`config.mk`:
```
export PLATFORM = sky130hd
export DESIGN_NAME = random_caller_multi
export DESIGN_NICKNAME = d
export VERILOG_FILES = /design/src/rtl/caller_pkg.sv /design/src/rtl/lfsr_core.sv /design/src/rtl/random_caller_multi.sv
export SDC_FILE = /design/constraint.sdc
export NUM_CORES = 1
export LEC_CHECK = 0
export ABC_CLOCK_PERIOD_IN_PS = 5200
export CORE_MARGIN = 4
export CORE_UTILIZATION = 55
export CTS_CLUSTER_DIAMETER = 60
export CTS_CLUSTER_SIZE = 30
export DETAILED_ROUTE_END_ITERATION = 8
export PLACE_DENSITY = 0.74
export SLEW_MARGIN = 20
export SYNTH_ARGS = -nofsm -noshare
export SYNTH_HDL_FRONTEND = slang
export SYNTH_SLANG_ARGS = --single-unit
```
`constraint.sdc`:
```
create_clock -name i_clk -period 5.2 [get_ports i_clk]
set_input_delay 1.04 -clock i_clk [delete_from_list [all_inputs] [get_ports i_clk]]
set_output_delay 1.04 -clock i_clk [all_outputs]
set_load 0.01 [all_outputs]
```
`src/rtl/caller_pkg.sv`:
```
// caller_pkg: shared state encoding, LFSR tap masks and phase period helper
// for random_caller_multi and its lfsr_core.
package caller_pkg;

   typedef enum logic [2:0] {
      ST_IDLE  = 3'd0,
      ST_COUNT = 3'd1,
      ST_LOAD  = 3'd2,
      ST_RUN   = 3'd3,
      ST_STOP  = 3'd4
   } state_e;

   // Fibonacci tap mask, bit i set means stage i+1 feeds the XOR.
   // Supported widths: 16 (16:15:13:4), 25 (25:22), 32 (32:22:2:1).
   function automatic logic [31:0] lfsr_taps(input int unsigned w);
      logic [31:0] m;
      m = '0;
      case (w)
         16: begin
            m[15] = 1'b1;
            m[14] = 1'b1;
            m[12] = 1'b1;
            m[3]  = 1'b1;
         end
         32: begin
            m[31] = 1'b1;
            m[21] = 1'b1;
            m[1]  = 1'b1;
            m[0]  = 1'b1;
         end
         default: begin
            m[24] = 1'b1;
            m[21] = 1'b1;
         end
      endcase
      return m;
   endfunction

   // Cycles per value in phase k; earlier phases are slower.
   function automatic logic [31:0] period(
      input logic [31:0] base,
      input int unsigned nph,
      input logic [2:0]  k
   );
      int unsigned sh;
      sh = nph - 1 - 32'(k);
      return base << sh;
   endfunction

endpackage

```
`src/rtl/lfsr_core.sv`:
```
// lfsr_core: free-running Fibonacci LFSR with synchronous parallel load.
// Ports: i_clk, i_rst_n (async low), i_load, i_seed[LFSR_W], o_data[LFSR_W].
module lfsr_core
   import caller_pkg::*;
#(
   parameter int LFSR_W = 25
) (
   input  logic              i_clk,
   input  logic              i_rst_n,
   input  logic              i_load,
   input  logic [LFSR_W-1:0] i_seed,
   output logic [LFSR_W-1:0] o_data
);

   localparam logic [31:0] TAPS = lfsr_taps(LFSR_W);

   logic [LFSR_W-1:0] lfsr_q;
   logic              fb;

   assign fb     = ^(lfsr_q & TAPS[LFSR_W-1:0]);
   assign o_data = lfsr_q;

   always_ff @(posedge i_clk or negedge i_rst_n) begin
      if (!i_rst_n) begin
         lfsr_q <= LFSR_W'(1);
      end else if (i_load) begin
         lfsr_q <= i_seed;
      end else begin
         lfsr_q <= {lfsr_q[LFSR_W-2:0], fb};
      end
   end

endmodule

```
`src/rtl/random_caller_multi.sv`:
```
// random_caller_multi: key-press seeded random caller with decelerating phases.
// Ports: i_clk, i_rst_n (async low), i_start (active-low key), i_max[OUT_W];
//        o_random_out[OUT_W], o_valid, o_done, o_state[3].
// Option: define CALLER_NO_REPEAT_EN to suppress back-to-back repeated values.
module random_caller_multi
   import caller_pkg::*;
#(
   parameter int OUT_W       = 8,
   parameter int LFSR_W      = 25,
   parameter int SEED_W      = 26,
   parameter int NUM_PHASES  = 3,
   parameter int STEPS       = 5,
   parameter int BASE_PERIOD = 5000000
) (
   input  logic             i_clk,
   input  logic             i_rst_n,
   input  logic             i_start,
   input  logic [OUT_W-1:0] i_max,
   output logic [OUT_W-1:0] o_random_out,
   output logic             o_valid,
   output logic             o_done,
   output logic [2:0]       o_state
);

   localparam int STEP_W = (STEPS > 1) ? $clog2(STEPS) : 1;

   state_e state_q, state_d;

   logic [SEED_W-1:0] seed_q;
   logic [OUT_W-1:0]  max_q;
   logic [OUT_W-1:0]  out_q;
   logic              valid_q;
   logic              done_q;
   logic [31:0]       per_q;
   logic [31:0]       cur_per;
   logic [STEP_W-1:0] step_q;
   logic [2:0]        phase_q;

   logic [LFSR_W-1:0] lfsr;
   logic [LFSR_W-1:0] seed_ext;
   logic [SEED_W+LFSR_W-1:0] seed_wide;
   logic              lfsr_unused;

   logic ld, run, seed_clr, cnt_en, max_ld;
   logic fire, last_step, last_phase, fin;

   logic [OUT_W-1:0] raw, v_lim, v_fin;
   logic [OUT_W:0]   mp1, diff;

   // Seed: low LFSR_W bits, zero-extended, bit0 forced so the LFSR never locks.
   assign seed_wide = {{LFSR_W{1'b0}}, seed_q};
   always_comb begin
      seed_ext    = seed_wide[LFSR_W-1:0];
      seed_ext[0] = 1'b1;
   end

   lfsr_core #(
      .LFSR_W (LFSR_W)
   ) u_lfsr (
      .i_clk   (i_clk),
      .i_rst_n (i_rst_n),
      .i_load  (ld),
      .i_seed  (seed_ext),
      .o_data  (lfsr)
   );

   assign raw         = lfsr[OUT_W-1:0];
   assign lfsr_unused = ^lfsr[LFSR_W-1:OUT_W];

   // state register
   always_ff @(posedge i_clk or negedge i_rst_n) begin
      if (!i_rst_n) state_q <= ST_IDLE;
      else          state_q <= state_d;
   end

   // next-state logic
   always_comb begin
      state_d = state_q;
      unique case (state_q)
         ST_IDLE:  if (!i_start) state_d = ST_COUNT;
         ST_COUNT: if (i_start)  state_d = ST_LOAD;
         ST_LOAD:  state_d = ST_RUN;
         ST_RUN:   if (fin)      state_d = ST_STOP;
         ST_STOP:  if (!i_start) state_d = ST_COUNT;
         default:  state_d = ST_IDLE;
      endcase
   end

   // output / strobe logic
   always_comb begin
      ld         = (state_q == ST_LOAD);
      run        = (state_q == ST_RUN);
      seed_clr   = ((state_q == ST_IDLE) || (state_q == ST_STOP)) && !i_start;
      cnt_en     = (state_q == ST_COUNT) && !i_start;
      max_ld     = (state_q == ST_COUNT) && i_start;
      cur_per    = period(32'(BASE_PERIOD), NUM_PHASES, phase_q);
      fire       = run && (per_q == cur_per - 32'd1);
      last_step  = (step_q == STEP_W'(STEPS - 1));
      last_phase = (phase_q == 3'(NUM_PHASES - 1));
      fin        = fire && last_step && last_phase;
   end

   // Range limiter: fold once by (max+1), clamp whatever still overflows.
   always_comb begin
      mp1  = {1'b0, max_q} + (OUT_W+1)'(1);
      diff = {1'b0, raw} - mp1;
      if (raw <= max_q) begin
         v_lim = raw;
      end else if (diff <= {1'b0, max_q}) begin
         v_lim = diff[OUT_W-1:0];
      end else begin
         v_lim = max_q;
      end
   end

`ifdef CALLER_NO_REPEAT_EN
   // A repeat steps to the next value, wrapping to 0 past max_q.
   always_comb begin
      v_fin = v_lim;
      if (v_lim == out_q) begin
         if (v_lim == max_q) v_fin = '0;
         else                v_fin = v_lim + OUT_W'(1);
      end
   end
`else
   assign v_fin = v_lim;
`endif

   always_ff @(posedge i_clk or negedge i_rst_n) begin
      if (!i_rst_n) begin
         seed_q  <= '0;
         max_q   <= '0;
         out_q   <= '0;
         valid_q <= 1'b0;
         done_q  <= 1'b0;
         per_q   <= '0;
         step_q  <= '0;
         phase_q <= '0;
      end else begin
         if (seed_clr) begin
            seed_q <= '0;
         end else if (cnt_en && (seed_q != '1)) begin
            seed_q <= seed_q + SEED_W'(1);
         end

         if (max_ld) max_q <= i_max;

         valid_q <= fire;
         if (fire) out_q <= v_fin;

         // done follows the final valid pulse and drops with the re-arm edge
         done_q <= (state_q == ST_STOP) && (state_d == ST_STOP);

         if (ld) begin
            per_q   <= '0;
            step_q  <= '0;
            phase_q <= '0;
         end else if (run) begin
            if (fire) begin
               per_q <= '0;
               if (last_step) begin
                  step_q <= '0;
                  if (!last_phase) phase_q <= phase_q + 3'd1;
               end else begin
                  step_q <= step_q + STEP_W'(1);
               end
            end else begin
               per_q <= per_q + 32'd1;
            end
         end
      end
   end

   assign o_random_out = out_q;
   assign o_valid      = valid_q;
   assign o_done       = done_q;
   assign o_state      = state_q;

endmodule
```
# Yosys cells after proc, flatten, opt, wreduce, memory -nomap -nowiden
# Cells that the tools add are included.
totals:
  register_bits: 110
  latch_bits: 0
  mem_bits_rw: 0
  romBits: 0
  input_bits: 11
  output_inout_bits: 13
  elab_cells: 71
  memories: 0
classes:
  n_addsub: 8
  multipliers: 0
  div_mod_pow: 0
  order_cmp: 2
  eq_ne: 10
  shifts: 1
  n_mux: 21
  n_bitwise: 0
  n_reduce_logical: 19
ops:
  columns: ["cell", "n"]
  rows:
  - ["$mux W32", 3]
  - ["$mux W26", 2]
  - ["$mux W3", 12]
  - ["$add A32 B1 Y32 const B", 1]
  - ["$eq A32 B32 Y1", 1]
  - ["$shl A23 B32 Y32 const A", 1]
  - ["$sub A32 B1 Y32 const B", 1]
  - ["$add A26 B1 Y26 const B", 1]
  - ["$ne A26 B26 Y1 const B", 1]
  - ["$mux W25", 1]
  - ["$reduce_xor A25 Y1", 1]
  - ["$mux W8", 2]
  - ["$pmux W3 S4", 1]
  - ["$add A8 B1 Y9 const B", 1]
  - ["$eq A3 B2 Y1 const B", 3]
  - ["$eq A3 B3 Y1 const B", 3]
  - ["$le A9 B8 Y1", 1]
  - ["$sub A8 B9 Y9", 1]
  - ["$le A8 B8 Y1", 1]
  - ["$logic_and A1 B1 Y1", 8]
  - ["$reduce_bool A2 Y1", 4]
  - ["$add A3 B1 Y3 const B", 2]
  - ["$reduce_and A4 Y1", 1]
  - ["$sub A2 B3 Y4 const A", 1]
  - ["7 further kinds", 7]

# Logic depth before layout (Yosys ltp)
depth:
  ltp_word: 11
  depth_mapped: 17
  ltp_nobuf: 16

# Cells and area by module
# A second synthesis with hierarchy kept.
unflattened:
  hier_cells: 713
  hier_area_um2: 6816.5
by_module_without_submodules:
  columns: ["module", "instances", "cells_per_inst", "area_per_inst_um2", "seq_area_each_um2"]
  rows:
  - ["random_caller_multi", 1, 658, 5783.0, 2127.0]
  - ["lfsr_core", 1, 55, 1033.5, 626.9]

# Least setup slack after synthesis
# No wires, ideal clock.
synth_path:
  kind: "reg2reg"
  start: "reg max_q[0]"
  end: "reg out_q[5] (netlist: o_random_out[5])"
  setup_time_ns: 0.128
  t_arrival_ns: 4.109
  t_required_ns: 5.072
  setup_slack_ns: 0.964
  path_stages_with_launch: 18
  path_buffers: 1
  synth_period_minus_slack_ns: 4.236
  cell_sequence: "dfrtp_1 -> inv_1 -> ha_1 -> inv_1 -> fa_1 -> nor2b_1 -> o31a_1 -> or4b_2 -> nand3_1 -> ha_1 -> a21o_1 -> a21oi_1 -> nor4b_1 -> o22a_1 -> clkbuf_1 -> mux2_2 -> mux2_2 -> mux2_1"
synth_via:
  elab_chain_len: 5
  word_cells_on_any_way: 6
  classes_between: "2 x add/sub; 2 x order compare; 2 x mux"
synth_lines:
  columns: ["item", "line", "text"]
  rows:
  - ["start, declared", "random_caller_multi.sv:30", "logic [OUT_W-1:0] max_q;"]
  - ["start signal, assigned", "random_caller_multi.sv:146", "if (max_ld) max_q <= i_max;"]
  - ["$add A8 B1 Y9", "random_caller_multi.sv:105", "mp1 = {1'b0, max_q} + (OUT_W+1)'(1);"]
  - ["$sub A8 B9 Y9", "random_caller_multi.sv:106", "diff = {1'b0, raw} - mp1;"]
  - ["$le A9 B8 Y1", "random_caller_multi.sv:109", "end else if (diff <= {1'b0, max_q}) begin"]
  - ["$mux W8", "random_caller_multi.sv:109", null]
  - ["$mux W8 (*)", "random_caller_multi.sv:107", "if (raw <= max_q) begin"]
  - ["end signal, assigned", "random_caller_multi.sv:149", "if (fire) out_q <= v_fin;"]
  - ["end, declared", "random_caller_multi.sv:31", "logic [OUT_W-1:0] out_q;"]
# Mark *: on every way between the ends. The rest lies on a longest branch, timed or not.
# A chain may end at the register's enable or synchronous reset.

# Final worst setup path
# Ends and elaborated chain as after synthesis.

==> impl_metrics.toml <==
[layout]
layoutNonFillerInstCount = 919
area.growth.synth_to_final_pct = 9.41
nNetsFinal = 803
layout.core_utilization_pct = 61.6
diodes = 0
nFillCells = 1035
drive_above_1_share_pct = 7.90

[drt]
totalWireLength_um = 14900
vias_per_cell = 5.96
drtIter0Drc = 324
first_pass_iters = 7
drtAntennaViolNets = 0
vias = 5480
remaining_drc_errors = 0
wl_per_cell_um = 16.2

[global_routing]
grt.total_usage_pct = 21.7
grt-ovfl-total = 0
grt_pass1_wl_um = 25600
grt_pass1_vias = 5177
grt_max_degree = 73
grt_antenna_before_repair = 1

[pwr]
power.leakage_nw = 3.23
power_per_cell_area_nw_per_um2 = 209
power.share.combinational_pct = 1.7
cell_internal_pwr_mw = 1.20
clkPwrFrac_pct = 43.1
p_total_mw = 1.55
ir_drop_mv = 0.160
netSwitchingFraction_pct = 22.7
p_seq_share_pct = 55.2
switching_power_mw = 0.352

[worst_setup_path]
r2r_slack_ns = 0.64
r2r-end = "o_random_out[5]"
cp-end-kind = "flop"
r2r_cells = 16
start_kind = "flop"
worstPathArrival_ns = 4.79
cpLargestDelayFamily = "compound AO/OA/AOI/OAI gates"
path_cells = "inv_1 -> ha_1 -> inv_1 -> fa_1 -> nor2b_1 -> o31a_1 -> or4b_2 -> nand3_1 -> ha_1 -> a21o_1 -> a21oi_1 -> nor4b_1 -> o22a_1 -> mux2_2 -> mux2_2 -> mux2_1"
slowest_delay_ns = 0.60
critPathMaxFanout = 7
worstSetupPathType = "reg -> reg"
path_buf_inv = 2
critical_path_required_ns = 5.44
slowest_stage = "or4b_2"
r2r-start = "max_q[0]"

[die]
pin_count = 24
rows = 40
die_x_um = 119
initial_core_util_pct = 56.3
die_y_um = 119
core-area_um2 = 12000
dieArea_um2 = 14100

[timing]
finalSetupTns_ns = 0
max_slew.worst_pin.slew_ns = 0.909
slew_headroom_pct = 39.4
setup_viol = 0
hold_violations = 0
rsz0062_at_grt = "false"
max_freq_mhz = 219
period_minus_slack_ns = 4.56
clock_skew_ns = 0.00807
post-route-period-util_pct = 87.6
drv_slew = 0
worst_hold_slack_ns = 0.449

[placed_design]
gp_congestion = 0.843
portBuffers = 23
dp_cells = 902
hpwl_um = 10600

[clock_network]
cts_buffer_depth = 2
cts_sinks = 110
numCtsBuffers = 9
clkLatencyLatePin_ns = 0.35
cts_resized = 0
cts_tree = "done"
ctsHoldBuffers = 0
cts_max_level = 3
clk_pin_slew_ns = 0.08
cts_setup_buffers = 0
cts-root-buf = "clkbuf_16"

[min_path]
hp-class = "reg -> reg"
hold_path_end = "u_lfsr.o_data[19]"
min_from = "u_lfsr.o_data[18]"
holdPathStages = 2

[synth]
yosysWarnings = 0
yosysSeqAreaShare_pct = 40.7
synthArstFlopShare_pct = 100
synth_edf_count = 0
postSynthNetCount = 796
ys_seq_elements = 110
synth_cell_types = 80
synth_ff_type = "dfrtp_1"
synth_area_leaders = "dfrtp_1 40%, nand2_1 6.2%, xnor2_1 4.9%"
synth_top_cell_by_area = "dfrtp_1"
synth_top_area_share_pct = 40.3
synth_area_per_cell_um2 = 8.90
synthCells = 760
synth_area_um2 = 6770

[run_status]
outcome = "finished, final reports clean"

[job]
maxCapViolCount = 0
## layer usage
layer / global-route usage (%) / part of all wire (%) / vias to the layer above / routed length [um]
met3: 3.13 / 3.3 / 14 / 488
met1: 32.8 / 50 / 2695 / 7420
li1: - / - / 2680 / -
met2: 32.6 / 46 / 91 / 6770
met4: 6.23 / 1.2 / 0 / 181
met5: 0 / 0 / - / 0
## cells in the mapped netlist (all sizes together) (11+ instances only)
| master | n |
|---|---|
| mux2i | 13 |
| o21ai | 42 |
| dfrtp | 109 |
| nor3 | 48 |
| buf | 13 |
| xnor2 | 38 |
| inv | 32 |
| nand2 | 112 |
| xor2 | 24 |
| nor2 | 48 |
| clkbuf | 26 |
| mux2 | 14 |
| nand3 | 35 |
| a21oi | 36 |
| ha | 24 |
| or3 | 11 |
## kinds of logic (layout without fill, tap and decap cells)
group           Yosys count  after routing  share of synthesized area (%)
compound gates          131            131                           12.6
xor+xnor                 62             62                           8.03
fa+ha+maj                25             25                           4.73
buf+inv                  71             83                           4.55
flops                   110            110                           40.7
mux                      27             27                           4.25
simple gates            334            334                           25.1
## metrics by stage
| step | area [um2] | worst slack, ns |
|---|---|---|
| 3_3_place_gp | 7090 | 0.851 |
| 4_1_cts | 7380 | 0.644 |
| 2_1_floorplan | 6770 | 0.964 |
| 6_report | 7400 | 0.643 |
| 5_1_grt | 7400 | 0.399 |
| 3_5_place_dp | 7090 | 0.657 |
## layout make-up
type	count	area [um2]	area share [%]
clock buffers	9	225	3.04
clock inverters	7	66.3	0.896
repair buffers	35	330	4.46
flip-flops and latches	110	2750	37.2
inverters	32	120	1.62
well taps	147	184	2.48
multi-input cells	579	3720	50.3
## worst reg2reg max path, stage by stage (launching register included)
cell and delay (ns):
dfrtp_1 0.43, inv_1 0.08, ha_1 0.22, inv_1 0.07, fa_1 0.21, nor2b_1 0.07
o31a_1 0.26, or4b_2 0.60, nand3_1 0.13, ha_1 0.25, a21o_1 0.18, a21oi_1 0.22
nor4b_1 0.30, o22a_1 0.45, mux2_2 0.38, mux2_2 0.27, mux2_1 0.29
## layout by cell type (no fill, tap or decap), types with 9 or more instances in the layout
master	count
xnor2_1	38
nor2_1	46
inv_1	32
mux2_2	9
nand2_1	112
buf_4	12
clkbuf_16	9
xor2_1	24
nand4_1	9
nor3_1	46
mux2i_1	13
or3_1	10
ha_1	24
dfrtp_1	109
clkdlybuf4s50_1	22
o21ai_0	42
nand3_1	34
a21oi_1	35
## power groups by stage
stage / logic [mW] / registers [mW] / clock network [mW]
6_report: 0.0264 / 0.856 / 0.668
5_1_grt: 0.0311 / 0.856 / 0.724
4_1_cts: 0.0278 / 0.856 / 0.687
3_5_place_dp: 0.0277 / 0.873 / 0
3_3_place_gp: 0.0273 / 0.873 / 0
2_1_floorplan: 0.00186 / 0.873 / 0
## sequential cells by signal (all words and copies together), names as in the netlist
register / cells
per_q: 32
seed_q: 26
u_lfsr.o_data: 25
max_q: 8
o_random_out: 8
o_state: 3
phase_q: 3
step_q: 3
o_done: 1
o_valid: 1
## how the worst max path moves through the flow
stage | depth (start not counted) | start | endpoint | slack (ns)
global route | 16 | max_q[0] | o_random_out[5] | 0.40
finish | 16 | max_q[0] | o_random_out[5] | 0.64
CTS | 16 | max_q[0] | o_random_out[5] | 0.64
global placement | 16 | max_q[0] | o_random_out[7] | 0.85
floorplan | 17 | max_q[0] | o_random_out[5] | 0.96
detailed placement | 16 | max_q[0] | o_random_out[5] | 0.66
Power figures use the tool's default switching activity.
